### src/rtl/mem_pkg.sv
// Shared memory-subsystem definitions: default widths and copy-engine state encodings.
package mem_pkg;

    localparam int unsigned MEM_ADDR_W = 8;
    localparam int unsigned MEM_DATA_W = 8;

    typedef enum logic [1:0] {
        S_IDLE  = 2'd0,
        S_READ  = 2'd1,
        S_WRITE = 2'd2,
        S_DONE  = 2'd3
    } copy_state_e;

endpackage

### src/rtl/mem_copy_engine.sv
// Memory copy engine: on start, copies len bytes from src to dst through the single
// memory port (one read cycle, one write cycle per byte) and accumulates a byte checksum.
module mem_copy_engine
    import mem_pkg::*;
#(
    parameter int unsigned ADDR_W = mem_pkg::MEM_ADDR_W,
    parameter int unsigned DATA_W = mem_pkg::MEM_DATA_W
) (
    input  logic              clk,
    input  logic              rst,
    input  logic              start,
    input  logic [ADDR_W-1:0] src,
    input  logic [ADDR_W-1:0] dst,
    input  logic [ADDR_W-1:0] len,
    output logic [ADDR_W-1:0] mem_addr,
    output logic              mem_we,
    output logic [DATA_W-1:0] mem_wdata,
    input  logic [DATA_W-1:0] mem_rdata,
    output logic              busy,
    output logic              done,
    output logic [DATA_W-1:0] sum
);

    copy_state_e       state;
    logic [ADDR_W-1:0] src_ptr;
    logic [ADDR_W-1:0] dst_ptr;
    logic [ADDR_W-1:0] count;
    logic [DATA_W-1:0] data_reg;

    // Write data is the byte captured in READ; only sampled by memory while mem_we is high.
    assign mem_wdata = data_reg;

    // Transfer FSM; memory-port outputs are registered alongside the state so that each
    // state's port values are already in place for the whole cycle.
    always_ff @(posedge clk or posedge rst) begin
        if (rst) begin
            state    <= S_IDLE;
            src_ptr  <= '0;
            dst_ptr  <= '0;
            count    <= '0;
            data_reg <= '0;
            sum      <= '0;
            mem_addr <= '0;
            mem_we   <= 1'b0;
            busy     <= 1'b0;
            done     <= 1'b0;
        end else begin
            done <= 1'b0;
            unique case (state)
                S_IDLE: begin
                    if (start) begin
                        src_ptr <= src;
                        dst_ptr <= dst;
                        count   <= len;
                        sum     <= '0;
                        if (len != '0) begin
                            state    <= S_READ;
                            busy     <= 1'b1;
                            mem_addr <= src;
                        end else begin
                            state <= S_DONE;
                            done  <= 1'b1;
                        end
                    end
                end
                S_READ: begin
                    data_reg <= mem_rdata;
                    sum      <= sum + mem_rdata;
                    state    <= S_WRITE;
                    mem_addr <= dst_ptr;
                    mem_we   <= 1'b1;
                end
                S_WRITE: begin
                    src_ptr <= src_ptr + ADDR_W'(1);
                    dst_ptr <= dst_ptr + ADDR_W'(1);
                    count   <= count - ADDR_W'(1);
                    mem_we  <= 1'b0;
                    if (count == ADDR_W'(1)) begin
                        state    <= S_DONE;
                        done     <= 1'b1;
                        busy     <= 1'b0;
                        mem_addr <= '0;
                    end else begin
                        state    <= S_READ;
                        mem_addr <= src_ptr + ADDR_W'(1);
                    end
                end
                S_DONE: begin
                    state <= S_IDLE;
                end
                default: begin
                    state <= S_IDLE;
                end
            endcase
        end
    end

endmodule

### config.mk
export PLATFORM = sky130hd
export DESIGN_NAME = mem_copy_engine
export DESIGN_NICKNAME = d
export VERILOG_FILES = /design/src/rtl/mem_pkg.sv /design/src/rtl/mem_copy_engine.sv
export SDC_FILE = /design/constraint.sdc
export NUM_CORES = 1
export LEC_CHECK = 0
export CORE_MARGIN = 2
export CORE_UTILIZATION = 41
export DETAILED_ROUTE_END_ITERATION = 8
export MAX_ROUTING_LAYER = met4
export PLACE_DENSITY = 0.66
export SLEW_MARGIN = 5
export SYNTH_ARGS = -nofsm -noshare
export SYNTH_HDL_FRONTEND = slang
export SYNTH_SLANG_ARGS = --single-unit
export TNS_END_PERCENT = 50
### constraint.sdc
create_clock -name clk -period 1.8 [get_ports clk]
set_input_delay 0.45 -clock clk [delete_from_list [all_inputs] [get_ports clk]]
set_output_delay 0.45 -clock clk [all_outputs]
set_load 0.02 [all_outputs]
==> results of run 1 <==
==> power breakdown <==
| part | switching (mW) | internal [mW] |
|---|---|---|
| clock | 0.404 | 0.349 |
| sequential | 0.391 | 1.52 |
| combinational | 0.993 | 1.15 |
| total | 1.79 | 3.02 |
==> cell type report <==
type / instances / area (um^2)
fill: 636 / 2710
clock buffer: 7 / 96.3
clock inverter: 1 / 5.00
tap: 99 / 124
multi-input combinational: 264 / 1790
sequential: 53 / 1330
inverter: 7 / 30.0
timing repair buffer: 128 / 1170
==> flip-flops by register name, summed over array words and instances, names as in the netlist <==
register,flops
count,8
dst_ptr,8
mem_addr,8
mem_wdata,8
src_ptr,8
sum,8
state,2
busy,1
done,1
mem_we,1
==> worst max path at each step <==
| stage | startpoint | endpoint |
|---|---|---|
| 6_report | sum[0] | sum[6] |
| 5_1_grt | sum[0] | sum[6] |
| 4_1_cts | mem_rdata[0] | sum[6] |
| 3_5_place_dp | mem_rdata[0] | sum[6] |
| 3_3_place_gp | mem_rdata[0] | sum[6] |
| 2_1_floorplan | sum[0] | sum[6] |
==> critical path: stages, from the launching register on <==
cell     delay [ns]
dfrtp_2        0.44
ha_4           0.17
fa_2           0.40
a21oi_2        0.17
o21ai_1        0.09
a21oi_1        0.21
xor2_1         0.18
o21ai_1        0.07
==> cell usage in the layout (no fill, tap or decap), types with 9 or more instances in the layout <==
master	instances
ha_1	10
nand2_1	38
mux2_2	9
xnor2_1	9
o21ai_0	34
dfrtp_1	52
o22ai_1	12
nor2_1	21
buf_4	64
clkdlybuf4s50_1	48
nand3_1	14
a21oi_1	32
dlymetal6s2s_1	10
==> layer usage <==
| layer | up-vias | share of wire (%) | GRT usage (%) |
|---|---|---|---|
| met5 | - | 0 | - |
| met4 | 0 | 1.3 | 5.38 |
| met3 | 11 | 4.3 | 3.34 |
| met2 | 93 | 48 | 32.7 |
| met1 | 1477 | 46 | 27.7 |
| li1 | 1482 | - | - |
==> repair_timing <==
| item | CTS | global route |
|---|---|---|
| gates resized for setup | 17 | 24 |
| pin swaps | 5 | 14 |
| hold endpoints to repair | 0 | 0 |
| setup buffers | 3 | 4 |
| hold buffers | 0 | 0 |
| setup endpoints to repair | 24 | 37 |
==> kinds of logic after synthesis <==
group                    Yosys count  synth area share, %
AO/OA/AOI/OAI                    121                 23.3
AND/OR/NAND/NOR                   99                 14.9
flip-flops                        53                 43.0
buffers and inverters             25                 3.16
multiplexers                      17                 5.88
adder cells (fa/ha/maj)           16                 6.73
XOR/XNOR                          11                 3.12
==> metrics by stage <==
step / setup slack [ns] / setup TNS, ns
2_1_floorplan: -0.00690 / -0.00690
3_3_place_gp: -0.493 / -5.86
3_5_place_dp: -0.573 / -6.93
4_1_cts: -0.107 / -0.145
5_1_grt: -0.0889 / -0.294
6_report: -0.0402 / -0.0760
==> metrics.cfg, run 1 <==
[run_status]
status = complete, but fails checks
violations = setup timing

[route]
drt_iter0_markers = 177
wire_per_inst_um = 15.2
num_vias = 3063
route.detailed.drc = 0
first_pass_iters = 4
vias_per_cell = 5.48
postRouteAntennaNets = 0
drt-total-wl_um = 8470

[timing]
slew_viol_final = 0
rsz0062_at_grt = true
max_freq_mhz = 543
hold_viol = 0
fin_crit_sh_pct = 102
finalHoldWorstSlack_ns = 0.475
period_minus_slack_ns = 1.84
worst_slew_pin_slew_ns = 0.494
timing.final.ws_setup_ns = -0.0402
setup_viol = 3
relSlewSlack_pct = 66.4
finClkSkew_ns = 0.00750

[global_routing]
grt_pass1_wl_um = 13600
grt_pass1_vias = 2818
grt_max_degree = 54
grt-ovfl-total = 0
grt_usage_pct = 20.6
antenna_found_initial = 0

[power_and_ir_drop]
power.density_nw_per_um2 = 1060
irDropWorstVdd_uv = 374
p_leak_nw = 1.98
power.total_mw = 4.81

[layout]
area_delta_synth_final_pct = 47.3
finalNetCount = 510
instances_no_fill = 559
postLayoutCoreUtil_pct = 62.7
drive_gt1_share_pct = 23.9
final_area_um2 = 4550
diodes = 0

[yosys]
synth.most_common_cell = dfrtp_1
yosys_warnings = 0
async_reset_ff_share_pct = 100
ys_types = 45
synth_common_cells = dfrtp_1, nand2_1, o21ai_0, a21oi_1, nor2_1
synth.avg_cell_area_um2 = 9.03
ys_seq_area_share_pct = 43.0
synth_edf_count = 0
synth_top_area_share_pct = 43.0
synth_area_um2 = 3090
synthFlopType = dfrtp_1
syn_inst = 342
synth.area.top_cells = dfrtp_1, ha_1, o21ai_0
synthesis.nets = 393
yosysTopAreaCell = dfrtp_1
synth-seq-cells = 53

[placed_design]
gp_congestion = 0.857
port_buffers = 61
placed_cells = 545
hpwl_um = 6050
place_area_um2 = 4250

[floorplan]
initial_core_util_pct = 42.6
fp-row-count = 31
die-width_um = 90.8
dieHeight_um = 90.8
ioPinCount = 62
die-area_um2 = 8240
core-area_um2 = 7250

[setup_path]
reg2regPathDepth = 7
reg2reg_to = sum[6]
worst_ep_arrival_time_ns = 2.05
critPathKind = reg2reg
cp.required_ns = 2.01
worstSetupStartpointType = flop
r2r_slack_ns = -0.04
crit_path_max_fanout = 2
crit-reg2reg-launch = sum[0]
end_kind = flop

[cts]
cts.reportedPaths.clkPinSlew_ns = 0.10
cts.root.buffer_cell = clkbuf_8
htree_num_levels = 2
cts.sinks = 53
clkLatencyLatePin_ns = 0.32
clockBufferDepth = 2
numCtsBuffers = 5
cts_tree = yes

[worst_hold_path]
hold_path_end = mem_wdata[0]
hold_path_startpoint = mem_rdata[0]
min_path_cells = 2
hold_class = in2reg

[job]
maxCapViolCount = 0

Power figures use the tool's default switching activity.
==> inputs of run 2 (changes only) <==
--- a/config.mk
+++ b/config.mk
@@ -5,11 +5,13 @@
 export SDC_FILE = /design/constraint.sdc
 export NUM_CORES = 1
 export LEC_CHECK = 0
+export ABC_AREA = 1
 export CORE_MARGIN = 2
 export CORE_UTILIZATION = 41
+export CTS_CLUSTER_SIZE = 25
 export DETAILED_ROUTE_END_ITERATION = 8
 export MAX_ROUTING_LAYER = met4
-export PLACE_DENSITY = 0.66
+export PLACE_DENSITY = 0.68
 export SLEW_MARGIN = 5
 export SYNTH_ARGS = -nofsm -noshare
 export SYNTH_HDL_FRONTEND = slang
==> run 2 against run 1 <==
The flow now finishes without violations. Count of clock-buffer cells in the layout stayed put. Final cell count is 14% higher. Non-clock buffer count is 35 lower. Critical endpoint is now sum[2]. Largest cell class unchanged. Largest power group unchanged.
==> metrics.cfg, run 2 <==
[run_status]
status = complete, no violations

[cts]
cts-hold-fix-buffers = 0  ; unchanged
clockBufferDepth = 2  ; unchanged
clkLatencyLatePin_ns = 0.31  ; about the same
cts.reportedPaths.clkPinSlew_ns = 0.09  ; about the same
cts.sinks = 53  ; unchanged
numCtsBuffers = 5  ; unchanged
htree_num_levels = 2  ; unchanged
cts.root.buffer_cell = clkbuf_8
cts_tree = yes

[setup_path]
worst_ep_arrival_time_ns = 1.32  ; -0.73 ns
r2r_slack_ns = 0.14  ; +0.18 ns
crit_path_max_incr_delay_ns = 0.62  ; +0.18 ns
worstSetupStartpointType = flop
cp.required_ns = 1.35  ; -0.66 ns
reg2reg_to = src_ptr[1]
critPathKind = reg2out
cpMaxStageDelayCell = clkdlybuf4s50_1
end_kind = primary output
crit_path_max_fanout = 3  ; +1
crit_chain = clkdlybuf4s50_1
crit-reg2reg-launch = state[0]
critPathTopFamily = buffers and inverters
reg2regPathDepth = 8  ; +1
cp_num_buf_inv = 1  ; +1

[timing]
rsz0062_at_grt = true
slew_viol_final = 0  ; unchanged
finClkSkew_ns = 0.0112  ; +0.00369 ns
relSlewSlack_pct = 78.2  ; +12 points
period_minus_slack_ns = 1.77  ; -0.0688 ns
finalSetupTns_ns = 0  ; +0.0760 ns
hold_viol = 0  ; unchanged
finalHoldWorstSlack_ns = 0.478  ; +0.00316 ns
fin_crit_sh_pct = 98.4  ; -3.8 points
setup_viol = 0  ; -3
max_freq_mhz = 565  ; +3.9%
worst_slew_pin_slew_ns = 0.327  ; -0.167 ns

[layout]
drive_gt1_share_pct = 10.2  ; -14 points
mostFrequentLayoutCells = nand2_1, clkdlybuf4s50_1, dfrtp_1
area_delta_synth_final_pct = 31.6
fill_cells = 743  ; +17%
final_common_cell = nand2_1
postLayoutCoreUtil_pct = 55.7  ; -6.9 points
finalNetCount = 587  ; +15%
diodes = 0  ; unchanged

[yosys]
synthesis.nets = 504  ; +28%
synth_edf_count = 0  ; unchanged
synth_top_area_share_pct = 40.3  ; -2.6 points
ys_seq_area_share_pct = 40.3  ; -2.6 points
ys_types = 33  ; -27%
yosysTopAreaCell = dfrtp_1
async_reset_ff_share_pct = 100  ; unchanged
synth.most_common_cell = nand2_1
synth.avg_cell_area_um2 = 7.26  ; -20%
synth_area_um2 = 3290  ; +6.6%
syn_inst = 453  ; +32%
yosys_warnings = 0  ; unchanged
synth_common_cells = nand2_1, dfrtp_1, nor2_1, inv_1, nand3_1
synth-seq-cells = 53  ; unchanged
synth.area.top_cells = dfrtp_1, nand2_1, ha_1
synthFlopType = dfrtp_1

[route]
first_pass_iters = 4  ; unchanged
postRouteAntennaNets = 0  ; unchanged
drt_iter0_markers = 168  ; -5.1%
wire_per_inst_um = 12.9  ; -15%
num_vias = 3236  ; +5.6%
vias_per_cell = 5.06  ; -7.6%
route.detailed.drc = 0  ; unchanged
drt-total-wl_um = 8270  ; -2.5%

[global_routing]
antenna_found_initial = 0  ; unchanged
grt_max_degree = 54  ; unchanged
grt_use_met3_pct = 3.55  ; +0.21 points
grt_pass1_vias = 3115  ; +11%
grt.met2_usage_pct = 31.8  ; -0.94 points
grt_usage_pct = 20.3  ; -0.32 points
grt.busiest_layer = met2
grt_pass1_wl_um = 14100  ; +4.2%
grt-ovfl-total = 0  ; unchanged
use_met1_pct = 27.7  ; -0.043 points

[placed_design]
hpwl_um = 6020  ; -0.36%
port_buffers = 61  ; unchanged
gp_congestion = 0.893  ; +4.2%

[floorplan]
core-area_um2 = 7770  ; +7.1%
initial_core_util_pct = 42.3  ; -0.21 points
dieHeight_um = 93.6  ; +3.1%
die-width_um = 93.6  ; +3.1%
die-area_um2 = 8760  ; +6.3%
fp-row-count = 32  ; +3.2%
ioPinCount = 62  ; unchanged

[power_and_ir_drop]
irDropWorstVdd_uv = 899  ; +140%
power.density_nw_per_um2 = 1870  ; +77%
p_leak_nw = 2.21  ; +11%

[job]
maxCapViolCount = 0  ; unchanged

[worst_hold_path]
min_path_cells = 2  ; unchanged
hold_path_startpoint = mem_wdata[6]
hold_class = reg2reg
hold_path_end = mem_wdata[6]

## run 2: metrics by stage
step	cells	area [um^2]	power, mW	setup slack, ns
floorplan	453	3290	5.57	0.0638
global placement	629	4190	7.24	-0.217
detailed placement	629	4190	7.34	-0.262
CTS	637	4290	8.12	0.00182
global route	639	4330	8.89	-0.0203
finish	639	4330	8.10	0.0286
## run 2: worst max-delay path by stage
stage | from | endpoint | slack [ns] | cells past startpoint
floorplan | rst | busy | 0.06 | 1
global placement | mem_rdata[0] | sum[2] | -0.22 | 5
detailed placement | mem_rdata[0] | sum[4] | -0.26 | 8
CTS | sum[7] | sum[7] | 0.002 | 1
global route | state[0] | dst_ptr[3] | -0.02 | 9
finish | sum[2] | sum[2] | 0.03 | 1
## run 2: routing by layer
metal	up-vias	share of wire, %
met3	6	5.0
met4	0	0.51
met5	-	0
met2	86	48
met1	1510	47
li1	1634	-
## run 2: layout make-up
cell class                 count  area [um^2]  area share, %
sequential                    53         1330           30.6
clock buffer                   7         96.3           2.23
inverter                      45          171           3.96
multi-input combinational    338         1700           39.3
timing repair buffer          93          902           20.8
clock inverter                 1         5.00          0.116
tap                          102          128           2.95
## run 2: cell families after synthesis
| kind of cell | after synthesis | synth area share (%) |
|---|---|---|
| AND/OR/NAND/NOR | 239 | 30.2 |
| AO/OA/AOI/OAI | 77 | 13.3 |
| buffers and inverters | 62 | 8.22 |
| flip-flops | 53 | 40.3 |
| adder cells (fa/ha/maj) | 16 | 6.31 |
| XOR/XNOR | 6 | 1.60 |
## run 2: report_power, final
group / switching [mW] / total [mW] / internal, mW
registers: 0.452 / 2.25 / 1.80
clock network: 0.398 / 0.747 / 0.349
logic: 2.97 / 5.11 / 2.14
## run 2: timing repair
action                                  in CTS  in global routing
pin swaps                                    0                  1
resized for setup                            1                 10
endpoints found under the setup margin       1                 31
buffers inserted                             0                  2
## run 2: tightest hold or removal path, cell delays in order (launching register included)
cell and delay [ns]:
dfrtp_1 0.35, nand2_1 0.06, nand2_1 0.05
